[src/rtl/fetch_queue.sv]
// Instruction prefetch queue: fetches words from the shared memory when the data
// stage is idle and presents them to decode through a valid/ready handshake.
module fetch_queue #(
  parameter int unsigned DEPTH    = 4,
  parameter int unsigned ADDR_W   = 6,
  parameter logic [31:0] RESET_PC = 32'h0000_0000
) (
  input  logic                       clk,
  input  logic                       rst,
  input  logic                       data_busy,
  output logic                       mem_fetch,
  output logic [ADDR_W-1:0]          mem_addr,
  input  logic [31:0]                mem_rdata,
  input  logic                       redirect,
  input  logic [31:0]                redirect_pc,
  output logic                       inst_valid,
  input  logic                       inst_ready,
  output logic [31:0]                inst,
  output logic [31:0]                inst_pc,
  output logic [31:0]                inst_pc_plus4,
  output logic [$clog2(DEPTH+1)-1:0] count,
  output logic [31:0]                fetch_pc
);

  localparam int unsigned PtrW = $clog2(DEPTH);
  localparam int unsigned CntW = $clog2(DEPTH + 1);
  localparam logic [31:0] NopInst = 32'h0000_0033;

  logic [PtrW-1:0] rd_ptr_q, rd_ptr_d;
  logic [PtrW-1:0] wr_ptr_q, wr_ptr_d;
  logic [CntW-1:0] count_q, count_d;
  logic [31:0]     fetch_pc_q, fetch_pc_d;

  logic [31:0] pc_mem   [DEPTH];
  logic [31:0] inst_mem [DEPTH];

  logic full;
  logic pop;

  assign full       = (count_q == CntW'(DEPTH));
  // Data accesses and redirects always take precedence over a fetch.
  assign mem_fetch  = rst & ~data_busy & ~full & ~redirect;
  assign mem_addr   = fetch_pc_q[ADDR_W+1:2];
  assign inst_valid = (count_q != '0) & ~redirect;
  assign pop        = inst_valid & inst_ready;
  assign count      = count_q;
  assign fetch_pc   = fetch_pc_q;

  always_comb begin
    rd_ptr_d   = rd_ptr_q;
    wr_ptr_d   = wr_ptr_q;
    count_d    = count_q;
    fetch_pc_d = fetch_pc_q;
    if (redirect) begin
      rd_ptr_d   = '0;
      wr_ptr_d   = '0;
      count_d    = '0;
      fetch_pc_d = redirect_pc & ~32'h0000_0003;
    end else begin
      if (mem_fetch) begin
        wr_ptr_d   = wr_ptr_q + PtrW'(1);
        fetch_pc_d = fetch_pc_q + 32'd4;
      end
      if (pop) begin
        rd_ptr_d = rd_ptr_q + PtrW'(1);
      end
      unique case ({mem_fetch, pop})
        2'b10:   count_d = count_q + CntW'(1);
        2'b01:   count_d = count_q - CntW'(1);
        default: count_d = count_q;
      endcase
    end
  end

  always_ff @(posedge clk or negedge rst) begin
    if (!rst) begin
      rd_ptr_q   <= '0;
      wr_ptr_q   <= '0;
      count_q    <= '0;
      fetch_pc_q <= RESET_PC;
    end else begin
      rd_ptr_q   <= rd_ptr_d;
      wr_ptr_q   <= wr_ptr_d;
      count_q    <= count_d;
      fetch_pc_q <= fetch_pc_d;
    end
  end

  // Entry storage carries no reset; occupancy is tracked by count_q alone.
  always_ff @(posedge clk) begin
    if (mem_fetch) begin
      pc_mem[wr_ptr_q]   <= fetch_pc_q;
      inst_mem[wr_ptr_q] <= mem_rdata;
    end
  end

  always_comb begin
    inst    = NopInst;
    inst_pc = 32'd0;
    if (inst_valid) begin
      inst    = inst_mem[rd_ptr_q];
      inst_pc = pc_mem[rd_ptr_q];
    end
  end

  assign inst_pc_plus4 = inst_pc + 32'd4;

endmodule
[config.mk]
export PLATFORM = sky130hd
export DESIGN_NAME = fetch_queue
export DESIGN_NICKNAME = d
export VERILOG_FILES = /design/src/rtl/fetch_queue.sv
export SDC_FILE = /design/constraint.sdc
export NUM_CORES = 1
export LEC_CHECK = 0
export ABC_AREA = 1
export CAP_MARGIN = 20
export CORE_UTILIZATION = 50
export DETAILED_ROUTE_END_ITERATION = 8
export PLACE_DENSITY = 0.78
export SETUP_SLACK_MARGIN = 0.02
export SYNTH_ARGS = -nofsm -noshare
export SYNTH_HDL_FRONTEND = slang
export SYNTH_SLANG_ARGS = --single-unit
[constraint.sdc]
create_clock -name clk -period 5.89 [get_ports clk]
set_clock_uncertainty 0.05 [all_clocks]
set_input_delay 1.178 -clock clk [delete_from_list [all_inputs] [get_ports clk]]
set_output_delay 1.178 -clock clk [all_outputs]
set_load 0.02 [all_outputs]
== Yosys cells after proc, flatten, opt, wreduce, memory -nomap -nowiden ==
Memory sizes are Yosys's and may differ from the RTL's.
Cells that the tools add are included.
Widths: inputs -> output; s select.

* Bits in writable memories: 256
* Word-level logic and storage cells: 39
* Output and inout bits: 139
* Memories: 2
* Bits in registers: 39

{| class="wikitable"
|+ Memories
! name !! words !! width !! rd ports !! clocked after memory_dff !! write ports !! RTL line !! RTL
|-
| inst_mem || 4 || 32 || 1 || 0 || 1 || 35 || <nowiki>logic [31:0] inst_mem [DEPTH];</nowiki>
|-
| pc_mem || 4 || 32 || 1 || 0 || 1 || 34 || <nowiki>logic [31:0] pc_mem [DEPTH];</nowiki>
|}

* Equal/unequal tests: 3
* Reduce and logical (&&, ||, !) cells: 4
* Bitwise operators: 8
* Add/sub/neg operators: 6
* Muxes and demuxes: 12

{| class="wikitable"
|+ Operators with widths
! kind !! number
|-
| $mux 32 || 4
|-
| $add 32x3->32 const B || 2
|-
| $mux 2 || 4
|-
| $pmux 3 s2 || 1
|-
| $reduce_bool 3->1 || 2
|-
| $and 1x1->1 || 5
|-
| $add 2x1->2 const B || 2
|-
| $reduce_bool 2->1 || 2
|-
| $add 3x1->3 const B || 1
|-
| $eq 3x3->1 const B || 1
|-
| $mux 3 || 1
|-
| $not 1->1 || 3
|-
| $sub 3x1->3 const B || 1
|-
| $eq 2x1->1 const B || 1
|-
| $eq 2x2->1 const B || 1
|-
| $mux 1 || 2
|}

== Logic depth before layout (Yosys ltp) ==
Gate-level depths: netlist of run 1.

* Word-level depth: 7
* Gate-level depth with buffers: 15
* Mapped depth without buffers: 13

== Least setup slack after synthesis of run 1 ==
OpenSTA, ideal clock, no wires.

* Path type: input to register
* Start point: in rst
* End point: mem inst_mem[0][0], enable pin
* Stages on the path: 5
* Data required time: 5.358 ns
* Path slack: 0.891 ns
* Arrival time: 4.467 ns
* Cells stage by stage: inv_1 -> nor3_2 -> nand2_1 -> clkbuf_1 -> nor2_1

* Word-level cells in the longest chain between the ends: 5

{| class="wikitable"
|+ RTL lines
! element !! RTL line !! RTL
|-
| start, declared || 9 || <nowiki>input logic rst,</nowiki>
|-
| $and 1x1->1 (3 in series) || 42 || <nowiki>assign mem_fetch = rst & ~data_busy & ~full & ~redirect;</nowiki>
|-
| $mux 1 || 91 || <nowiki>if (mem_fetch) begin</nowiki>
|-
| $mux 1 (not written as such) || 93 || <nowiki>inst_mem[wr_ptr_q] <= mem_rdata;</nowiki>
|-
| end, declared || 35 ||
|}

Every way passes these cells.

== Worst setup path in the final report of run 1 ==
* Start point: in redirect
* End point: out inst_pc_plus4[18]

* Word-level cells in the longest chain between the ends: 4

{| class="wikitable"
|+ RTL lines
! element !! RTL line !! RTL
|-
| start, declared || 14 || <nowiki>input logic redirect,</nowiki>
|-
| $not 1->1 || 44 || <nowiki>assign inst_valid = (count_q != '0) & ~redirect;</nowiki>
|-
| $and 1x1->1 || 44 ||
|-
| $mux 32 || 100 || <nowiki>if (inst_valid) begin</nowiki>
|-
| $add 32x3->32 || 106 || <nowiki>assign inst_pc_plus4 = inst_pc + 32'd4;</nowiki>
|-
| end, declared || 20 || <nowiki>output logic [31:0] inst_pc_plus4,</nowiki>
|}

Every way passes these cells.

==> reports/metrics.cfg, run 1 <==
[synth]
ys_async_sr_fraction = 0.130
seq_area_frac_synth = 0.606
yosysMostFrequentCell = nand2_1
yosys_warnings = 0
ys_top_cells_by_area = edfxtp_1, nand2_1, dfrtp_1
synth_seq_cells = 285
synth_area_um2 = 13800
synth_cell_types = 40
syn_inst = 1471
synthTopCellsByCount = nand2_1, edfxtp_1, nor2_1
syn_area_per_cell_um2 = 9.39
yosysTopAreaCellShare = 0.539
synth_edf_count = 248
synth_area_leader_cell = edfxtp_1
ys.flop_type = edfxtp_1

[timing]
worst_pin_slew_ps = 1010
setup_viol = 0
period_needed_ps = 5280
fmax_mhz = 189
slew_headroom = 0.329
slew_viol_final = 0
period_share = 0.897
final_hold_viol_count = 0
rsz0062_at_grt = no
setup_tns_ps = 0

[cts]
clk_path_buf_depth = 3
clk_latency_ps = 520
cts_tree = yes
cts_buffers = 27
htreeDepth = 1
postCtsHoldBufs = 0
clk_pin_slew_ps = 60
cts.sinks = 285
cts_resized = 0
cts.root.buffer_cell = clkbuf_16
post_cts_buffers = 0

[die]
design.die.area_um2 = 28300
io_pins = 208
rows = 60
chipHeight_um = 168
coreArea_um2 = 27000
fp.dieW_um = 168
start_util = 0.511

[place]
dpl.hpwl_um = 22800
port_buffers = 199
place.gp.congestion = 0.915

[global_routing]
first_global_vias = 10300
grt_max_degree = 63
track_usage = 0.247
grt_pass1_wl_um = 54500
antenna_found_initial = 0
overflow = 0

[cells_and_area]
fillers = 2141
utilization = 0.625
finalNetCount = 1727
drive_above_1_share = 0.0664
area_delta_synth_final_pct = 22.3
num_antenna_cells = 0

[worst_setup_path]
critical_path_class = input pin to output port
cp.required_ps = 4660
r2r-start = count[2]$_DFFE_PN0P_
worstPathMaxFanout = 10
start_kind = input pin
crit_path_end_kind = output port
crit_start = redirect
arrival_ps = 4050

[power]
power.density_nw_per_um2 = 351
ir_drop_v = 0.000225
p_leak_nw = 6.59

[routing]
first_pass_iters = 5
dr.first_iter.drc_count = 1012
avgViaCountPerCell = 5.32
drc = 0
drt_wl_total_um = 35200
wl_per_cell_um = 17.5
routed-via-count = 10700
drtAntennaViolNets = 0

[min_path]
hold_path_startpoint = wr_ptr_q[0]$_DFFE_PN0N_
min_path_type = register to register

[run]
max-cap-violations = 0

[run_status]
status = finished clean

==> cell families (layout without fill, tap and decap cells) <==
logic type | after synthesis | in the layout | synth area share
flip-flops | 285 | 285 | 0.606
AND/OR/NAND/NOR | 785 | 785 | 0.234
AO/OA/AOI/OAI | 143 | 143 | 0.0579
other | 1 | 6 | 0.000271
buffers and inverters | 212 | 408 | 0.0704
adder cells (fa/ha/maj) | 7 | 7 | 0.00688
XOR/XNOR | 38 | 38 | 0.0241
==> sequential cells by signal, indices dropped and copies added (netlist names) <==
| signal | flops |
|---|---|
| inst_mem | 128 |
| fetch_pc | 30 |
| count | 3 |
| rd_ptr_q | 2 |
| wr_ptr_q | 2 |
| pc_mem | 120 |
==> layout make-up <==
cell class | instances | area, µm² | share of cell area
inverters | 137 | 517 | 0.0306
clock inverters | 10 | 103 | 0.00607
repair buffers | 221 | 2150 | 0.127
well taps | 341 | 427 | 0.0253
flip-flops and latches | 285 | 8380 | 0.496
multi-input cells | 979 | 4520 | 0.268
clock buffers | 40 | 798 | 0.0473
==> worst max-delay path, cell delays in order <==
cell and delay (ps):
clkdlybuf4s50_1 500, a21oi_4 400, nand3_4 190, inv_2 150
ha_1 280, nand3_2 200, nor2_2 280, nand2_1 120
xor2_1 130, clkdlybuf4s50_1 620
==> power by group <==
group | switching [mW] | total, mW | internal (mW) | leakage, nW
Combinational | 1.13 | 1.78 | 0.656 | 3.45
Clock | 0.703 | 1.73 | 1.03 | 0.437
Sequential | 0.137 | 2.42 | 2.28 | 2.70
==> cells in the final DEF (no fill, tap or decap), types with 31 or more instances in the layout <==
master,Yosys,final
edfxtp_1,248,248
dfrtp_1,37,35
o21ai_0,76,76
inv_1,130,130
nand3_1,112,112
clkdlybuf4s50_1,0,198
a21oi_1,40,40
nand2_1,395,395
nor2_1,223,219
xor2_1,31,31
==> worst paths after layout <==
check / to / slack, ps / depth (start not counted)
max in group asynchronous: rd_ptr_q[0]$_DFFE_PN0P_ / 4720 / 2
hold / removal: wr_ptr_q[0]$_DFFE_PN0N_ / 520 / 1
min in group asynchronous: count[2]$_DFFE_PN0P_ / 680 / 2
hold reg to reg: wr_ptr_q[0]$_DFFE_PN0N_ / 520 / 1
setup / recovery: inst_pc_plus4[18] / 610 / 10
setup reg to reg: inst_mem[3][2]$_DFFE_PP_ / 3200 / 7
==> metrics by stage <==
stage,hold WS [ps],area (µm²),worst slack [ps],instances,total power [mW]
2_1_floorplan,465,13800,891,1476,3.53
3_3_place_gp,491,16000,664,1963,4.18
3_5_place_dp,502,16000,634,1963,4.22
4_1_cts,524,16900,629,2013,5.94
5_1_grt,576,16900,428,2013,6.18
6_report,524,16900,609,2013,5.93
==> layer usage <==
layer  track usage  vias up  wire length [µm]  part of all wire
met4        0.0597        0               629             0.018
met3        0.0263       48              2350             0.067
met2         0.425      437             17200              0.49
met1         0.336     5052             15100              0.43
li1              -     5180                 -                 -
met5             0        -                 0                 0
Note: power is estimated with default switching activity, not from simulation.
==> run 2, diff against run 1 <==
Settings changed: SKIP_LAST_GASP from default to 1.
==> results of run 2 <==
No change in the layout: final DEF, timing and power equal those of run 1.
==> run 3, diff against run 2 <==
Settings changed: CORE_MARGIN from default to 5.
==> run 3 against run 2 <==
- via count is 0.24% lower
- global-route usage is 2.5 points lower
- clock power shrank 13%
- combinational power about the same
- first-iteration DRC count shrank 2.5%
- largest power group unchanged
- critical path type unchanged
- non-clock buffer count unchanged
- hold slack got worse by 5.5 ps
- count of clock-buffer cells in the layout down 8
- wire length fell by 0.98%
- core utilization down 0.44 points
- final area decreased by 0.42%
- sequential share of layout area increased by 0.21 points
==> reports/metrics.cfg, run 3 (synthesis results as in run 1) <==
[die]
rows = 60  ; unchanged
chipHeight_um = 176  ; was 168 µm
fp.dieW_um = 176  ; was 168 µm
io_pins = 208  ; unchanged
start_util = 0.510  ; was 0.511
design.die.area_um2 = 31100  ; was 28300 µm²
coreArea_um2 = 27100  ; was 27000 µm²

[run_status]
status = finished clean  ; unchanged

[global_routing]
overflow = 0  ; unchanged
track_usage = 0.221  ; was 0.247
first_global_vias = 10500  ; was 10300
antenna_found_initial = 0  ; unchanged
grt_pass1_wl_um = 54800  ; was 54500 µm
grt_max_degree = 78  ; was 63

[timing]
final_hold_viol_count = 0  ; unchanged
period_share = 0.897  ; about the same
fmax_mhz = 189  ; about the same
worst_slack_ps = 606  ; was 609 ps
slew_headroom = 0.412  ; was 0.329
rsz0062_at_grt = no  ; unchanged
period_needed_ps = 5280  ; about the same
slew_viol_final = 0  ; unchanged
setup_viol = 0  ; unchanged
setup_tns_ps = 0  ; unchanged
worst_pin_slew_ps = 879  ; was 1010 ps

[routing]
avgViaCountPerCell = 5.24  ; was 5.32
wl_per_cell_um = 17.1  ; was 17.5 µm
first_pass_iters = 5  ; unchanged
drtAntennaViolNets = 0  ; unchanged
routed-via-count = 10700  ; about the same
drc = 0  ; unchanged
drt_wl_total_um = 34900  ; was 35200 µm
dr.first_iter.drc_count = 987  ; was 1012

[min_path]
min_path_type = register to register  ; unchanged
min_to = wr_ptr_q[0]$_DFFE_PN0N_  ; unchanged
hold_path_startpoint = wr_ptr_q[0]$_DFFE_PN0N_  ; unchanged
hold_depth = 1  ; unchanged

[cts]
cts_resized = 0  ; unchanged
cts.root.buffer_cell = clkbuf_16  ; unchanged
clk_pin_slew_ps = 60  ; about the same
cts.sinks = 285  ; unchanged
postCtsHoldBufs = 0  ; unchanged
cts_buffers = 27  ; unchanged
post_cts_buffers = 0  ; unchanged
cts_tree = yes  ; unchanged
clk_latency_ps = 530  ; was 520 ps
clk_path_buf_depth = 3  ; unchanged
htreeDepth = 1  ; unchanged

[worst_setup_path]
start_kind = input pin  ; unchanged
critPathTopFamily = buffers and inverters  ; unchanged
arrival_ps = 4060  ; was 4050 ps
r2r-start = count[2]$_DFFE_PN0P_  ; unchanged
critical-path-max-stage-delay_ps = 620  ; about the same
worstPathMaxFanout = 14  ; was 10
reg2reg_slack_ps = 3140  ; was 3200 ps
reg2reg_depth = 7  ; unchanged
slowest_stage = clkdlybuf4s50_1  ; unchanged
critical_path_class = input pin to output port  ; unchanged
crit_buf_inv = 5  ; was 3
cp.required_ps = 4660  ; about the same
r2r-end = inst_mem[1][2]$_DFFE_PP_  ; was inst_mem[3][2]$_DFFE_PP_
crit_path_end_kind = output port  ; unchanged
path_cells = clkdlybuf4s50_1, buf_4, a21oi_4, nand3_4, inv_2, ha_1, nand3_2, inv_2, nand2_1, nor2_1, xor2_1, clkdlybuf4s50_1  ; was clkdlybuf4s50_1, a21oi_4, nand3_4, inv_2, ha_1, nand3_2, nor2_2, nand2_1, xor2_1, clkdlybuf4s50_1

[cells_and_area]
multi_input_area_um2 = 4520  ; unchanged
drive_above_1_share = 0.0635  ; was 0.0664
finalNetCount = 1727  ; unchanged
regMostFlops = inst_mem  ; unchanged
fillers = 2199  ; was 2141
area_delta_synth_final_pct = 21.8  ; was 22.3%
final_common_cell = nand2_1  ; unchanged
final_cell_mix = nand2_1, edfxtp_1, nor2_1, clkdlybuf4s50_1, inv_1  ; unchanged
num_antenna_cells = 0  ; unchanged
largest_reg_flops = 128  ; unchanged
final-seq-area_um2 = 8380  ; unchanged

[power]
ir_drop_v = 0.000236  ; was 0.000225 V
p_leak_nw = 6.54  ; was 6.59 nW
power.density_nw_per_um2 = 339  ; was 351 nW/µm²

[run]
max-cap-violations = 0  ; unchanged

[place]
place.gp.congestion = 0.903  ; was 0.915
dpl.hpwl_um = 23600  ; was 22800 µm
port_buffers = 199  ; unchanged
dp_slack_ps = 646  ; was 634 ps

## run 3: where the power goes
| group | leakage (nW) | switching, mW | internal, mW |
|---|---|---|---|
| Clock | 0.378 | 0.679 | 0.834 |
| Sequential | 2.70 | 0.102 | 2.28 |
| Combinational | 3.46 | 1.15 | 0.654 |
## run 3: cell type report
class	instances	share of cell area
multi-input combinational	979	0.269
tap	372	0.0277
inverter	137	0.0307
clock buffer	32	0.0413
sequential	285	0.498
clock inverter	16	0.00424
timing repair buffer	221	0.129
## run 3: through the flow
stage	power (mW)	hold WS, ps	utilization	cell area [µm²]	cells
3_3_place_gp	4.19	497	0.592	16100	1994
5_1_grt	5.98	556	0.621	16800	2042
6_report	5.70	518	0.621	16800	2042
4_1_cts	5.73	514	0.621	16800	2042
3_5_place_dp	4.23	504	0.592	16100	1994
2_1_floorplan	3.53	465	-	13800	1476
## run 3: metal layers
layer  routed length, µm  part of all wire  track usage
met4                 903             0.026       0.0673
met5                   0                 0            0
met3                2960             0.085       0.0422
met1               14400              0.41        0.293
met2               16600              0.47        0.374
## run 3: how the worst max path moves through the flow
stage                  start                  endpoint  slack [ps]  cells after the start
floorplan                rst  inst_mem[0][0]$_DFFE_PP_         890                      5
global placement    redirect         inst_pc_plus4[16]         650                     12
detailed placement  redirect         inst_pc_plus4[16]         650                     12
CTS                 redirect         inst_pc_plus4[16]         650                     12
global route        redirect         inst_pc_plus4[16]         370                     12
finish              redirect         inst_pc_plus4[16]         610                     12
## run 3: worst register-to-register path: cells and delay by family, from the launching register on
kind | cells | cell delay (ps)
AND/OR/NAND/NOR | 4 | 1220
buffers and inverters | 3 | 710
flip-flops | 1 | 410
